<file path="config.mk">
export PLATFORM = sky130hd
export DESIGN_NAME = quad_encoder
export DESIGN_NICKNAME = d
export VERILOG_FILES = /design/src/rtl/quad_encoder.sv
export SDC_FILE = /design/constraint.sdc
export NUM_CORES = 1
export LEC_CHECK = 0
export ABC_AREA = 1
export BUFFER_PORTS_ARGS = -buffer_cell sky130_fd_sc_hd__clkbuf_2
export CAP_MARGIN = 20
export CORE_ASPECT_RATIO = 0.75
export CORE_MARGIN = 4
export CORE_UTILIZATION = 40
export CTS_BUF_LIST = sky130_fd_sc_hd__clkbuf_8 sky130_fd_sc_hd__clkbuf_16
export CTS_CLUSTER_DIAMETER = 30
export DETAILED_ROUTE_END_ITERATION = 8
export GPL_ROUTABILITY_DRIVEN = 0
export HOLD_SLACK_MARGIN = 0.02
export PLACE_DENSITY = 0.55
export SYNTH_ARGS = -nofsm -noshare
export SYNTH_HDL_FRONTEND = slang
export SYNTH_SLANG_ARGS = --single-unit
</file>
<file path="constraint.sdc">
create_clock -name clk -period 5.8 [get_ports clk]
set_input_delay 1.45 -clock clk [delete_from_list [all_inputs] [get_ports clk]]
set_output_delay 1.45 -clock clk [all_outputs]
set_load 0.02 [all_outputs]
</file>
<file path="src/rtl/quad_encoder.sv">
// quad_encoder: synchronised, glitch-filtered 4x quadrature decoder with index latch and illegal-transition flag.
module quad_encoder #(
  parameter int FILTER_LEN = 4
) (
  input  logic        clk,
  input  logic        rst,
  input  logic        ENC_A,
  input  logic        ENC_B,
  input  logic        ENC_Z,
  input  logic        indexEnable,
  output logic [31:0] position,
  output logic [31:0] indexPosition,
  output logic        indexLatched,
  output logic        encError
);
  localparam int PRIME = FILTER_LEN + 3;
  logic [2:0]  r_s1, r_s2, r_filt, r_prev;
  logic [7:0]  r_cnt [3];
  logic [8:0]  r_prime;
  logic [31:0] r_position, r_index_pos;
  logic        r_latched, r_error;
  logic [3:0]  w_trans;
  logic        w_live, w_fwd, w_rev, w_ill, w_zrise;
  assign position      = r_position;
  assign indexPosition = r_index_pos;
  assign indexLatched  = r_latched;
  assign encError      = r_error;
  // bit 2 = A, bit 1 = B, bit 0 = Z
  always_ff @(posedge clk or posedge rst)
    if (rst) begin
      r_s1 <= '0;
      r_s2 <= '0;
      r_filt <= '0;
      for (int i = 0; i < 3; i++) r_cnt[i] <= '0;
    end else begin
      r_s1 <= {ENC_A, ENC_B, ENC_Z};
      r_s2 <= r_s1;
      for (int i = 0; i < 3; i++)
        if (r_s2[i] == r_filt[i]) r_cnt[i] <= '0;
        else if (r_cnt[i] == 8'(FILTER_LEN - 1)) begin
          r_filt[i] <= r_s2[i];
          r_cnt[i] <= '0;
        end else r_cnt[i] <= r_cnt[i] + 8'd1;
    end
  assign w_trans = {r_prev[2:1], r_filt[2:1]};
  assign w_fwd   = w_trans == 4'b0001 || w_trans == 4'b0111 || w_trans == 4'b1110 || w_trans == 4'b1000;
  assign w_rev   = w_trans == 4'b0010 || w_trans == 4'b1011 || w_trans == 4'b1101 || w_trans == 4'b0100;
  assign w_ill   = (r_prev[2:1] ^ r_filt[2:1]) == 2'b11;
  assign w_live  = r_prime == 9'(PRIME);
  assign w_zrise = r_filt[0] & ~r_prev[0];
  // prev always follows filt so the first live cycle compares against settled pins
  always_ff @(posedge clk or posedge rst)
    if (rst) begin
      r_prev <= '0;
      r_prime <= '0;
      r_position <= '0;
      r_error <= 1'b0;
    end else begin
      r_prev <= r_filt;
      if (!w_live) r_prime <= r_prime + 9'd1;
      if (w_live && w_fwd) r_position <= r_position + 32'd1;
      else if (w_live && w_rev) r_position <= r_position - 32'd1;
      if (w_live && w_ill) r_error <= 1'b1;
    end
  always_ff @(posedge clk or posedge rst)
    if (rst) begin
      r_index_pos <= '0;
      r_latched <= 1'b0;
    end else if (!indexEnable) r_latched <= 1'b0;
    else if (w_zrise && !r_latched) begin
      r_index_pos <= r_position;
      r_latched <= 1'b1;
    end
endmodule
</file>
After elaboration in Yosys (flattened, before gate mapping)
Index checks and enable logic that the tools add are counted.
Operators by class
  add/subtract/negate cells: 6
  equality and inequality tests: 17
  mux-type cells: 10
  bitwise logic cells: 6
  reduce and logical (&&, ||, !) cells: 16
Operators by type and width (number)
  2-to-1 mux 32 bit: 2
  2-to-1 mux 8 bit: 6
  adder 32 x 1 -> 32 bit, second input constant: 1
  subtractor 32 x 1 -> 32 bit, second input constant: 1
  adder 8 x 1 -> 8 bit, second input constant: 3
  == test 8 x 2 -> 1 bit, second input constant: 3
  == test 4 bit, second input constant: 4
  adder 9 x 1 -> 9 bit, second input constant: 1
  == test 9 x 3 -> 1 bit, second input constant: 1
  == test 4 x 3 -> 1 bit, second input constant: 2
  AND reduction 2 bit: 4
  logical OR 1 bit: 6
  == test 4 x 1 -> 1 bit, second input constant: 1
  == test 4 x 2 -> 1 bit, second input constant: 1
  logical AND 1 bit: 4
  inverter 1 bit: 4
  == test 1 bit: 3
  == test 2 bit, second input constant: 1
  2-to-1 mux 1 bit: 2
  != test 2 x 1 -> 1 bit, second input constant: 1
  nonzero test 2 bit: 1
  bitwise XOR 2 bit: 1
  AND 1 bit: 1
  logical NOT 1 bit: 1
Storage, ports and cells
  bits in registers: 111
  input port bits: 6

Depth between registers and ports, before layout
  depth after elaboration: 7
  depth in mapped cells: 17

Worst setup path before layout
Ideal clock, no wire load.
  kind: reg2reg
  start: reg r_prime[1]
  end: reg r_position[31] (netlist: position[31])
  setup time: 117 ps
  arrival: 2659 ps
  data required time: 5683 ps
  slack: 3024 ps
  cell stages (with the launch flop): 17
  path buffers: 0
  clock period less this slack: 2776 ps
  path through: dfrtp_1 ha_1 nand2_1 nor3_4 nand3_4 ha_1 or2_2 nand3_1 nand2_1 nand2_1 nand2_1 nand2_1 nand2_1 nand2_1 nand2_1 nand2_1 nand2_1
On the way
  longest elaborated chain between the ends: 3
  elaborated cells on any way between the ends: 5
Ends and longest elaborated chain
  start: declaration: line 19  | logic [8:0] r_prime;
  start signal: assignment: line 60  | if (!w_live) r_prime <= r_prime + 9'd1;
  == test 9 x 3 -> 1 bit *: line 49  | assign w_live = r_prime == 9'(PRIME);
  logical AND 1 bit, on equally long branches: line 61, 62
  2-to-1 mux 32 bit / nonzero test 2 bit (equally long branches)
  end signal: assignment: line 61  | if (w_live && w_fwd) r_position <= r_position + 32'd1;
  end signal: assignment: line 62  | else if (w_live && w_rev) r_position <= r_position - 32'd1;
  end: declaration: line 20  | logic [31:0] r_position, r_index_pos;
Mark *: on every way between the ends. The rest lies on a longest branch, timed or not.
A chain may end at the register's enable or synchronous reset.

Worst setup path in the final report
Ends and elaborated chain as after synthesis.

==> summary.txt <==
Synth
  • Synth top area share: 41.9%
  • Mapped Area: 6630 um2
  • Mapped Nets: 923
  • Synth warn: 0
  • Yosys cell types: 32
  • Yosys top cell by area: dfrtp_1
  • Post-synth EDFFs: 0
  • Synth async-reset ratio: 100%
  • Synthesized area per cell: 7.52 um2
  • Sequential fraction of the synthesis area: 41.9%
  • Synth area leaders: dfrtp_1 42%, nand2_1 17%, inv_1 8.6%, ha_1 6.4%, mux2_2 4.4%
  • Syn Inst Count: 882
  • Most used flip-flop cell after synthesis: dfrtp_1
  • Yosys reg bits: 111

Job
  • Max-Cap Viols: 0

Final layout
  • Final core occ: 46.7%
  • Layout Nets: 996
  • Filler instances: 1667
  • Ant. Diodes: 0
  • Area Growth Syn to Fin: 13.4%
  • Share of cells above drive strength 1: 12.7%

Timing
  • Setup violators final: 0
  • Hold Slack: 0.346 ns
  • Max_slew headroom: 35.9%
  • F_max: 296 MHz
  • Slew Limit Fails: 0
  • Tmin final: 3.38 ns
  • Fin crit share: 58.2%
  • Worst slew pin tran: 0.959 ns
  • Hold Fails Final Rpt: 0
  • Final worst slack: 2.42 ns
  • TNS Setup: 0 ns
  • RSZ-0062 raised after global routing: false
  • Setup skew after layout: 0.00745 ns

Place
  • PortBufs: 71
  • Place WS: 2.48 ns
  • Final HPWL DP: 11300 um

Hold path
  • Min-Delay Path Class: register to register
  • Worst hold start: r_s1[0]$_DFF_PP0_

Die
  • Die Width: 157 um
  • IO Count: 72
  • Die Height: 120 um
  • Initial cell density of the core: 41.2%
  • Core Footprint: 16100 um2
  • Row count: 40
  • DIE AREA: 18700 um2

Worst setup path
  • Worst Setup Path Type: register to register
  • CP Launch Type: register
  • Worst EP arrival: 3.63 ns
  • Crit. End Element: register
  • Critical path launch point: r_prime[1]$_DFFE_PP0N_
  • R2R Path Start: r_prime[1]$_DFFE_PP0N_
  • Worst Path Required: 6.06 ns
  • CP Max Fanout: 33

Route
  • DRC: 0
  • ANT nets after route: 0
  • Drt pass-1 iters: 5
  • Routed wire length: 15200 um
  • Vias: 5365
  • 1st-iter DRT viols: 319
  • Routed len/inst: 13.0 um
  • Vias/cell: 4.59

GRT
  • Largest net degree at the start of global routing: 72
  • GR Overflow Total: 0
  • Vias in the first global route: 5136
  • GRT Overall Usage: 17.4%
  • First-pass GRT wire length: 26100 um
  • Initial antenna violation count: 0

Clock tree
  • Longest Clk Path Bufs: 2
  • Hold buffers post-CTS: 0
  • CTS-repair resized insts: 0
  • Clock transition at path regs: 0.08 ns
  • Clock Sink Count: 111
  • Post-CTS Setup Inserts: 0
  • Max H-tree Level: 3
  • CTS tree: built
  • TritonCTS buffer count: 9
  • CTS Root Cell: clkbuf_16
  • Clk_lat worst skew: 0.36 ns

Run status
  • Status: finished, final reports clean
Yosys cell counts, types with 4 or more instances:
| cell | n |
|---|---|
| a21oi_1 | 27 |
| buf_2 | 4 |
| dfrtp_1 | 111 |
| ha_1 | 34 |
| inv_1 | 152 |
| mux2_2 | 26 |
| nand2_1 | 294 |
| nand3_1 | 47 |
| nand3b_1 | 7 |
| nand4_1 | 7 |
| nor2_1 | 70 |
| nor3_1 | 15 |
| nor4_1 | 6 |
| o21ai_0 | 29 |
| o21bai_1 | 4 |
| xnor2_1 | 19 |
| xor2_1 | 11 |
path summary, 6_finish.rpt:
path	endpoint	slack, ns	cells after the start
worst max register to register	position[31]$_DFFE_PP0P_	2.42	16
worst min register to register	r_s2[0]$_DFF_PP0_	0.35	0
max in group asynchronous	position[2]$_DFFE_PP0P_	3.46	3
worst max-delay path	position[31]$_DFFE_PP0P_	2.42	16
worst min-delay path	r_s2[0]$_DFF_PP0_	0.35	0
min in group asynchronous	r_prime[5]$_DFFE_PP0N_	1.27	2
layer usage:
layer,track usage [%],vias to the layer above,routed length (um)
met2,23.7,83,5810
met1,27.8,2383,8700
met3,3.39,10,550
li1,-,2889,-
met4,4.28,0,172
met5,0,-,0
logic make-up after synthesis:
| family | after synthesis | synth area share, % |
|---|---|---|
| and+or+nand+nor | 454 | 28.5 |
| muxes | 26 | 4.41 |
| adders and majority gates | 35 | 6.71 |
| buffers and inverters | 163 | 9.52 |
| DFF | 111 | 41.9 |
| xor gates and xnor gates | 30 | 3.96 |
| AOI/OAI and AO/OA | 63 | 5.00 |
area by class of cell:
cell class,count,area (um2),share of cell area (%)
clock buffer,9,225,2.99
sequential,111,2780,36.9
inverter,153,577,7.67
tap,210,263,3.49
clock inverter,7,88.8,1.18
timing repair buffer,72,363,4.82
multi-input combinational,608,3230,42.9
layout by cell type, fill, tap and decap left out:
cell type	instances
clkbuf_2	71
and3_1	1
nand3_2	1
clkinv_4	2
o21bai_1	4
inv_6	2
nor2_1	70
a21o_1	2
xor2_1	11
o21ai_0	29
dfrtp_1	111
inv_4	1
a21oi_1	27
nand3_4	1
nor3_4	1
bufinv_16	1
nor3b_1	1
inv_1	151
nand4_1	7
nand2_1	293
ha_1	34
or2_2	1
nor4_1	6
nand3b_1	7
nand2b_1	1
o22ai_1	1
inv_2	1
mux2_2	26
nor3_1	15
nand2_4	1
buf_4	1
clkbuf_16	9
clkinvlp_4	1
clkinv_8	1
nand2_2	1
nand3_1	47
fa_1	1
xnor2_1	19
per-stage QoR:
step / instance area (um2) / instances
6_report: 7520 / 1170
2_1_floorplan: 6630 / 882
4_1_cts: 7520 / 1170
3_3_place_gp: 7210 / 1154
3_5_place_dp: 7210 / 1154
5_1_grt: 7520 / 1170
worst max-delay path, stage by stage, from the launching register on:
cell and delay [ns]:
dfrtp_1 0.37, ha_1 0.18, nand2_1 0.11, nor3_4 0.37, nand3_4 0.49, ha_1 0.52
or2_2 0.33, nand3_1 0.10, nand2_1 0.15, nand2_1 0.10, nand2_1 0.11, nand2_1 0.11
nand2_1 0.05, nand2_1 0.08, nand2_1 0.06, nand2_1 0.06, nand2_1 0.05
registers in the layout (all words and copies together) (netlist names):
register / cells
r_s2: 3
r_prev: 3
r_prime: 9
r_s1: 3
encError: 1
r_filt: 3
r_cnt: 24
indexLatched: 1
position: 32
indexPosition: 32
Power is left out: the tool's default activity adds up to more than one toggle a clock period on the data nets, which glitch-free logic cannot reach.
